## config.mk

```make
export PLATFORM = sky130hd
export DESIGN_NAME = subckt_stim_driver
export DESIGN_NICKNAME = d
export VERILOG_FILES = /design/src/rtl/tdet_pkg.sv /design/src/rtl/lfsr16_galois.sv /design/src/rtl/subckt_stim_driver.sv
export SDC_FILE = /design/constraint.sdc
export NUM_CORES = 1
export LEC_CHECK = 0
export BUFFER_PORTS_ARGS = -buffer_cell sky130_fd_sc_hd__buf_2
export CORE_UTILIZATION = 55
export DETAILED_ROUTE_END_ITERATION = 7
export MAX_ROUTING_LAYER = met4
export PLACE_DENSITY = 0.78
export RECOVER_POWER = 25
export SLEW_MARGIN = 20
export SYNTH_ARGS = -nofsm -noshare
export SYNTH_HDL_FRONTEND = slang
export SYNTH_HIERARCHICAL = 1
export SYNTH_SLANG_ARGS = --single-unit
export TNS_END_PERCENT = 30
```

## constraint.sdc

```tcl
create_clock -name I1470_clk -period 4.2 [get_ports I1470_clk]
set_input_delay 0.84 -clock I1470_clk [delete_from_list [all_inputs] [get_ports I1470_clk]]
set_output_delay 0.84 -clock I1470_clk [all_outputs]
set_load 0.005 [all_outputs]
```

## src/rtl/tdet_pkg.sv

```systemverilog
// Shared types and constants for the subcircuit stimulus/response driver.
package tdet_pkg;

    localparam int SIG_W = 16;

    localparam logic [SIG_W-1:0] LFSR_POLY_DEF     = 16'hB400;  // x^16+x^14+x^13+x^11+1
    localparam logic [SIG_W-1:0] MISR_POLY_DEF     = 16'h1021;  // CRC-16-CCITT
    localparam logic [SIG_W-1:0] ZERO_SEED_SUB_DEF = 16'hACE1;  // all-zero seed would lock up

    typedef enum logic [2:0] {
        IDLE = 3'd0,
        LOAD = 3'd1,
        SEND = 3'd2,
        WAIT = 3'd3,
        DONE = 3'd4
    } tdet_state_e;

    // One right-shifting Galois LFSR step.
    function automatic logic [SIG_W-1:0] galois_step(input logic [SIG_W-1:0] s,
                                                     input logic [SIG_W-1:0] poly);
        return (s >> 1) ^ (s[0] ? poly : '0);
    endfunction

    // One left-shifting MISR step absorbing a single response bit.
    function automatic logic [SIG_W-1:0] misr_step(input logic [SIG_W-1:0] sig,
                                                   input logic [SIG_W-1:0] poly,
                                                   input logic             bit_in);
        return (sig << 1) ^ (sig[SIG_W-1] ? poly : '0) ^ {{(SIG_W-1){1'b0}}, bit_in};
    endfunction

endpackage

```

## src/rtl/lfsr16_galois.sv

```systemverilog
// 16-bit Galois LFSR with synchronous load and advance controls.
// load has priority over advance; with neither asserted the state holds.
module lfsr16_galois
    import tdet_pkg::*;
#(
    parameter logic [15:0] POLY = LFSR_POLY_DEF
) (
    input  logic        clk,
    input  logic        rst_n,
    input  logic        load,
    input  logic [15:0] load_val,
    input  logic        advance,
    output logic [15:0] state
);

    logic [15:0] state_q;
    logic [15:0] state_d;

    // Select load value, next pseudo-random step, or hold
    always_comb begin
        state_d = state_q;
        if (load) begin
            state_d = load_val;
        end else if (advance) begin
            state_d = galois_step(state_q, POLY);
        end
    end

    // LFSR state register, cleared to zero on reset
    always_ff @(posedge clk or negedge rst_n) begin
        if (!rst_n) begin
            state_q <= '0;
        end else begin
            state_q <= state_d;
        end
    end

    assign state = state_q;

endmodule

```

## src/rtl/subckt_stim_driver.sv

```systemverilog
// Drives pseudo-random vectors into one extracted subcircuit, waits the
// fixed response latency, and compacts each response bit into a MISR.
//
// Handshake: a vector moves on every rising edge where vec_valid && vec_ready.
// vec_valid is asserted only in SEND, never depends combinationally on
// vec_ready, and vec_data is held stable until the transfer edge. Only one
// vector is ever in flight; the next is offered after its response is taken.
module subckt_stim_driver
    import tdet_pkg::*;
#(
    parameter int                WIDTH         = 7,
    parameter int                RESP_LAT      = 2,
    parameter logic [SIG_W-1:0]  LFSR_POLY     = LFSR_POLY_DEF,
    parameter logic [SIG_W-1:0]  MISR_POLY     = MISR_POLY_DEF,
    parameter logic [SIG_W-1:0]  ZERO_SEED_SUB = ZERO_SEED_SUB_DEF
) (
    input  logic             I1470_clk,
    input  logic             I1477_rst,
    input  logic             start,
    input  logic [15:0]      seed,
    input  logic [15:0]      num_patterns,
    output logic             vec_valid,
    input  logic             vec_ready,
    output logic [WIDTH-1:0] vec_data,
    input  logic             resp_bit,
    output logic             busy,
    output logic             done,
    output logic [SIG_W-1:0] signature
);

    localparam logic [3:0] LAT_INIT = 4'(RESP_LAT);

    tdet_state_e      state_q, state_d;
    logic [15:0]      rem_q, rem_d;
    logic [15:0]      seed_q, seed_d;
    logic [SIG_W-1:0] sig_q, sig_d;
    logic [3:0]       lat_q, lat_d;

    logic             lfsr_load;
    logic             lfsr_adv;
    logic [15:0]      lfsr_seed;
    logic [15:0]      lfsr_state;
    logic             lfsr_bits_unused;

    // A zero seed is replaced so the LFSR never starts in its lock-up state.
    assign lfsr_seed = (seed_q == '0) ? ZERO_SEED_SUB : seed_q;

    lfsr16_galois #(
        .POLY (LFSR_POLY)
    ) u_lfsr (
        .clk      (I1470_clk),
        .rst_n    (I1477_rst),
        .load     (lfsr_load),
        .load_val (lfsr_seed),
        .advance  (lfsr_adv),
        .state    (lfsr_state)
    );

    // Bits above WIDTH only feed the LFSR recurrence, never the SUT.
    assign lfsr_bits_unused = ^lfsr_state;

    // Next-state decode plus counter, MISR and LFSR control
    always_comb begin
        state_d   = state_q;
        rem_d     = rem_q;
        seed_d    = seed_q;
        sig_d     = sig_q;
        lat_d     = lat_q;
        lfsr_load = 1'b0;
        lfsr_adv  = 1'b0;

        case (state_q)
            IDLE, DONE: begin
                if (start) begin
                    state_d = LOAD;
                    rem_d   = num_patterns;
                    seed_d  = seed;
                    sig_d   = '0;
                end
            end

            LOAD: begin
                lfsr_load = 1'b1;
                state_d   = (rem_q == '0) ? DONE : SEND;
            end

            SEND: begin
                if (vec_ready) begin
                    lfsr_adv = 1'b1;
                    if (rem_q != '0) begin
                        rem_d = rem_q - 16'd1;
                    end
                    lat_d   = LAT_INIT;
                    state_d = WAIT;
                end
            end

            WAIT: begin
                // lat_q reaches 1 on the edge RESP_LAT cycles after transfer.
                if (lat_q <= 4'd1) begin
                    sig_d   = misr_step(sig_q, MISR_POLY, resp_bit);
                    lat_d   = '0;
                    state_d = (rem_q != '0) ? SEND : DONE;
                end else begin
                    lat_d = lat_q - 4'd1;
                end
            end

            default: begin
                state_d = IDLE;
            end
        endcase
    end

    // Control and datapath registers, all cleared by reset
    always_ff @(posedge I1470_clk or negedge I1477_rst) begin
        if (!I1477_rst) begin
            state_q <= IDLE;
            rem_q   <= '0;
            seed_q  <= '0;
            sig_q   <= '0;
            lat_q   <= '0;
        end else begin
            state_q <= state_d;
            rem_q   <= rem_d;
            seed_q  <= seed_d;
            sig_q   <= sig_d;
            lat_q   <= lat_d;
        end
    end

    assign vec_valid = (state_q == SEND);
    assign vec_data  = vec_valid ? lfsr_state[WIDTH-1:0] : '0;
    assign busy      = (state_q == LOAD) || (state_q == SEND) || (state_q == WAIT);
    assign done      = (state_q == DONE);
    assign signature = sig_q;

endmodule

```

==> results of run 1 <==
-- layer usage --
layer | wire length [um] | vias up
li1 | - | 1468
met1 | 3788 | 1442
met2 | 3718 | 117
met3 | 460 | 9
met4 | 85 | 0
met5 | 0 | -
-- layout make-up --
class                   instances  area [um2]
clock buffers                  10       137.6
repair buffers                 66       331.6
fillers                       535        2243
inverters                       9       33.78
clock inverters                 6       45.04
well taps                      77       96.34
multi-input cells             275        1794
flip-flops and latches         71        1777
-- per-stage QoR --
step | power, mW | setup WS [ns] | hold WS, ns | instance area, um2
after floorplan | 1.867 | 1.721 | 0.4810 | 3752
after global placement | 2.096 | 1.109 | 0.4847 | 4033
after detailed placement | 2.148 | 0.9685 | 0.4970 | 4033
after CTS | 2.653 | 0.7677 | 0.4998 | 4215
after global routing | 2.883 | 0.5495 | 0.5593 | 4215
final | 2.660 | 0.7019 | 0.5096 | 4215
-- synthesized netlist by cell type, drive strengths merged (2+ instances only) --
cell	number
mux2i	14
a31oi	5
nor2b	3
mux2	18
nand3	3
or2	2
o31ai	8
nand2b	11
nor3	9
or4b	2
dfrtp	71
nor2	15
xor2	3
xnor2	3
o22ai	3
o22a	4
a2bb2oi	3
o211ai	4
nand2	55
a22oi	4
or3b	4
a211oi	4
and2	10
nand4	4
ha	4
o21ai	42
inv	9
nor3b	2
nor4	11
buf	10
a21oi	7
or4	3
clkbuf	23
-- registers in the layout, indices dropped and copies added, names as in the netlist --
| register | cells |
|---|---|
| seed_q | 16 |
| signature | 16 |
| u_lfsr/state | 16 |
| lat_q | 4 |
| state_q | 3 |
| rem_q | 16 |
-- cell families (layout without fill, tap and decap cells) --
family,Yosys count,in the layout,share of synthesized area
muxes,32,32,0.09136
adders and majority gates,4,4,0.01334
buffers and inverters,42,91,0.05301
DFF,71,71,0.4735
and+or+nand+nor,141,141,0.2001
AOI/OAI and AO/OA,92,92,0.1547
xor gates and xnor gates,6,6,0.01401
-- placed cells by master, fill, tap and decap left out, drive strengths merged, types with 11 or more instances in the layout --
cell,Yosys,final
clkbuf,23,14
nor2,15,15
o21ai,42,42
dfrtp,71,71
mux2i,14,14
nand2,55,55
buf,10,62
nand2b,11,11
mux2,18,18
nor4,11,11
-- power groups by stage --
stage	clock [mW]	sequential, mW	combinational, mW
after global placement	0	1.15	0.949
after detailed placement	0	1.16	0.988
after global routing	0.539	1.19	1.15
after floorplan	0	1.09	0.775
after CTS	0.510	1.15	0.994
final	0.500	1.15	1.01
-- worst reg2reg max path: cells and delay by family (launching register included) --
family	cells	cell delay [ns]
buf+inv	1	0.72
simple gates	3	1.75
compound gates	1	0.23
flops	1	0.53
-- worst max path at each step --
| stage | start | to | slack, ns | depth (start not counted) |
|---|---|---|---|---|
| 3_5_place_dp | state_q[1] | u_lfsr/state[12] | 0.97 | 5 |
| 6_report | state_q[1] | vec_data[3] | 0.70 | 4 |
| 4_1_cts | state_q[1] | vec_data[3] | 0.77 | 4 |
| 5_1_grt | state_q[1] | vec_data[2] | 0.55 | 4 |
| 2_1_floorplan | state_q[0] | vec_data[0] | 1.72 | 7 |
| 3_3_place_gp | state_q[1] | u_lfsr/state[15] | 1.11 | 5 |
==> results.tsv, run 1 <==
metric	value	unit
Hold Crit Class	reg2reg	
placed insts	498	
drt via density	5.907	
Hold-fix buffers, CTS	0	
critical path's slowest cell	inv_1	
GPL Wtd Cong	0.8470	
sequential element share of the synthesized area	0.4735	
Comb pwr share	0.380	
Mapped Avg Cell Area	9.671	um2
Die Wd	84.60	um
Final Hold Viols	0	
busiest grt layer	met2	
hold path cells	2	
worst min-delay path startpoint	signature[0]	
Gate Count Post-Synth	388	
Post-layout nets	473	
CP required	3.36	ns
Longest Clk Path Bufs	2	
TNS Setup	0	ns
largest net degree at the start of global routing	47	
DRC viols	2	
Detailed Place HPWL	5.613	mm
Worst Skew	0.009322	ns
first-pass GRT wire length	14.14	mm
top-area cell type share of the netlist area	0.4735	
endpoints failing setup	0	
CTS sink cnt	71	
worst path buffer plus inverter count	2	
Port-buffer cells	62	
Leak Pwr	1.910	nW
worst-margin pin slew	1.369	ns
Final Util	0.6527	
DRT Pass-1 Iters	8	
Die H	84.60	um
number of max-cap violations	0	
share of post-route cells with drive strength above 1	0.2380	
Starting Density	0.5810	
Core Footprint	0.006459	mm2
CTS tree	done	
initial antenna violation count	0	
Int Power	1.585	mW
hold endpoint	signature[0]	
FF-to-FF setup slack	0.90	ns
post-CTS setup buffer count	0	
critical path type	reg2out	
Worst-Skew Late Latency	0.34	ns
GRT Total Usage	0.2566	
post-synth design cell area	0.003752	mm2
CTS Buf Count	9	
Final Cycle Share	0.8329	
min Tclk post-route	3.498	ns
vias in the first global route	2980	
status	complete, but fails checks	
DRT antenna net count	0	
worst r2r dst	u_lfsr/state[12]	
worst path arrival time	2.66	ns
power per cell area	631.1	mW/mm2
CP cell instances	or3b_2, inv_1, and2_1, buf_2	
Clk pin slew, worst setup/hold paths	0.08	ns
GR Overflow Total	0	
f_max	285.9	MHz
met1 Use GR	0.3463	
CTS root buffer	clkbuf_8	
worst r2r src	state_q[1]	
Syn Nets	429	
I/O Pins	63	
net switching power figure	1.075	mW
Synth cell types	59	
Post-CTS Resized	0	
Clk pwr share	0.188	
ANT cells	0	
row cnt	29	
Slew Viols, Final	0	
Synth async-reset ratio	1.000	
failing checks	design-rule violations	
Global Route met3 Usage	0.05703	
area leader, netlist	dfrtp_1	
met2 Use GR	0.3902	
post-route insts no fill	514	
CP max FO	29	
EDFF count, synth	0	
Sw Share	0.4042	
area grow syn2layout	12.34	%
Worst setup EP type	primary output	
YS warnings	6	
Max VDD drop	277.8	uV
Seq pwr share	0.433	
total routed wirelength	8.052	mm
R2R depth	5	
predominant post-synthesis flop cell	dfrtp_1	
WL per Instance	15.67	um
top cells by area, synth	dfrtp_1, nand2_1, mux2_2	
CP peak stage delay	0.71	ns
synthesized flop and latch total	71	
normalized max-slew margin	0.08738	
die area	0.007157	mm2
1st-iter DRT viols	200	
H-tree levels	3	
Worst setup SP type	register	
RSZ-0062 raised after global routing	no	
Crit path max-delay family	simple AND/OR/NAND/NOR gates	
Vias	3036	
Power figures use the tool's default switching activity.
==> run 2, diff against run 1 <==
CORE_UTILIZATION = 51   (was 55)
PLACE_DENSITY = 0.76   (was 0.78)
clock period = 3.1 ns   (was 4.2 ns; I/O delays follow)
==> results.tsv, run 2 (synthesis results as in run 1) <==
metric	value	unit
min Tclk post-route	2.568	ns
GR Overflow Total	0	
failing checks	max-capacitance violations, max-slew violations	
Final Hold Viols	0	
Port-buffer cells	62	
worst r2r dst	rem_q[1]	
worst min-delay path startpoint	seed[14]	
CTS sink cnt	71	
1st-iter DRT viols	263	
row cnt	30	
power per cell area	874.0	mW/mm2
Leak Pwr	1.988	nW
CP max FO	17	
critical path type	reg2out	
RSZ-0062 raised after global routing	no	
vias in the first global route	2861	
hold endpoint	seed_q[14]	
first-pass GRT wire length	13.30	mm
normalized max-slew margin	-0.2902	
worst hold slack	0.5012	ns
Worst-Skew Late Latency	0.35	ns
worst r2r src	rem_q[0]	
TNS Setup	0	ns
WL per Instance	14.57	um
DRC viols	0	
Die H	87.78	um
Hold Crit Class	in2reg	
Core Footprint	0.006944	mm2
Longest Clk Path Bufs	2	
I/O Pins	63	
Clk pin slew, worst setup/hold paths	0.08	ns
f_max	389.4	MHz
drt via density	5.588	
CTS Buf Count	9	
DRT Pass-1 Iters	5	
Starting Density	0.5404	
Detailed Place HPWL	5.511	mm
Slew Viols, Final	34	
DRT antenna net count	0	
ANT cells	0	
worst path arrival time	1.95	ns
H-tree levels	3	
initial antenna violation count	0	
total routed wirelength	7.882	mm
worst-margin pin slew	1.935	ns
Worst setup EP type	primary output	
endpoints failing setup	0	
largest net degree at the start of global routing	39	
share of post-route cells with drive strength above 1	0.2584	
Post-layout nets	481	
CTS tree	done	
Worst setup SP type	register	
commonest non-fill, non-tap cell in the layout	dfrtp_1	
FF-to-FF setup slack	0.78	ns
Max VDD drop	347.6	uV
GRT Total Usage	0.2313	
Hold-fix buffers, CTS	0	
R2R depth	6	
Die Wd	87.78	um
area grow syn2layout	16.07	%
status	complete, but fails checks	
CP required	2.48	ns
final worst slack	0.5318	ns
most frequent cells in the layout	dfrtp_1, buf_2, nand2_1	
Setup WS pre-CTS	0.8195	ns
CTS root buffer	clkbuf_8	
Post-CTS Resized	0	
die area	0.007704	mm2
GPL Wtd Cong	0.8783	
number of max-cap violations	1	
Worst Skew	0.007961	ns
Vias	3023	
post-CTS setup buffer count	0	
hold path cells	2	
Final Cycle Share	0.8285	
-- run 2: changes by cell type in the layout (fill, tap and decap cells not counted), sizes merged --
cell | previous run | this run
buf | 62 | 73
clkbuf | 14 | 10
bufinv | 0 | 2
clkinvlp | 3 | 0
inv | 10 | 11
clkinv | 2 | 3
-- run 2: area by class of cell --
class | instances | area (um2)
Fill cell | 599 | 2589
Sequential cell | 71 | 1777
Multi-Input combinational cell | 275 | 1785
Clock buffer | 9 | 123.9
Timing Repair Buffer | 74 | 411.6
Inverter | 9 | 33.78
Clock inverter | 7 | 103.9
Tap cell | 96 | 120.1
-- run 2: through the flow --
| step | utilization | instance area, um2 | std cells | power [mW] |
|---|---|---|---|---|
| 5_1_grt | 0.6272 | 4355 | 541 | 4.105 |
| 3_5_place_dp | 0.5946 | 4129 | 525 | 2.970 |
| 2_1_floorplan | - | 3752 | 388 | 2.530 |
| 4_1_cts | 0.6274 | 4357 | 541 | 3.825 |
| 3_3_place_gp | 0.5946 | 4129 | 525 | 2.911 |
| 6_report | 0.6272 | 4355 | 541 | 3.807 |
-- run 2: worst max path at each step --
stage	start	to	slack, ns	cells past startpoint
after floorplan	state_q[0]	vec_data[0]	0.84	7
after global placement	rem_q[0]	rem_q[13]	0.87	7
after detailed placement	rem_q[0]	rem_q[1]	0.82	6
after CTS	state_q[1]	vec_data[5]	0.52	5
after global routing	state_q[1]	vec_data[6]	0.43	5
final	state_q[1]	vec_data[6]	0.53	5
-- run 2: routing by layer --
metal,track usage,wire (um),vias to the layer above
met5,-,0,-
met4,0.08644,148,0
li1,-,-,1483
met1,0.3012,3777,1424
met3,0.05655,369,14
met2,0.3495,3587,102
-- run 2: power breakdown --
group / switching [mW] / internal, mW
registers: 0.317 / 1.24
clock network: 0.383 / 0.463
logic: 0.767 / 0.640
-- run 2: worst max-delay path, cell delays in order (launching register included) --
cell and delay, ns:
dfrtp_1 0.52, or3b_2 0.49, inv_1 0.08, buf_4 0.21
and2_1 0.17, buf_2 0.12
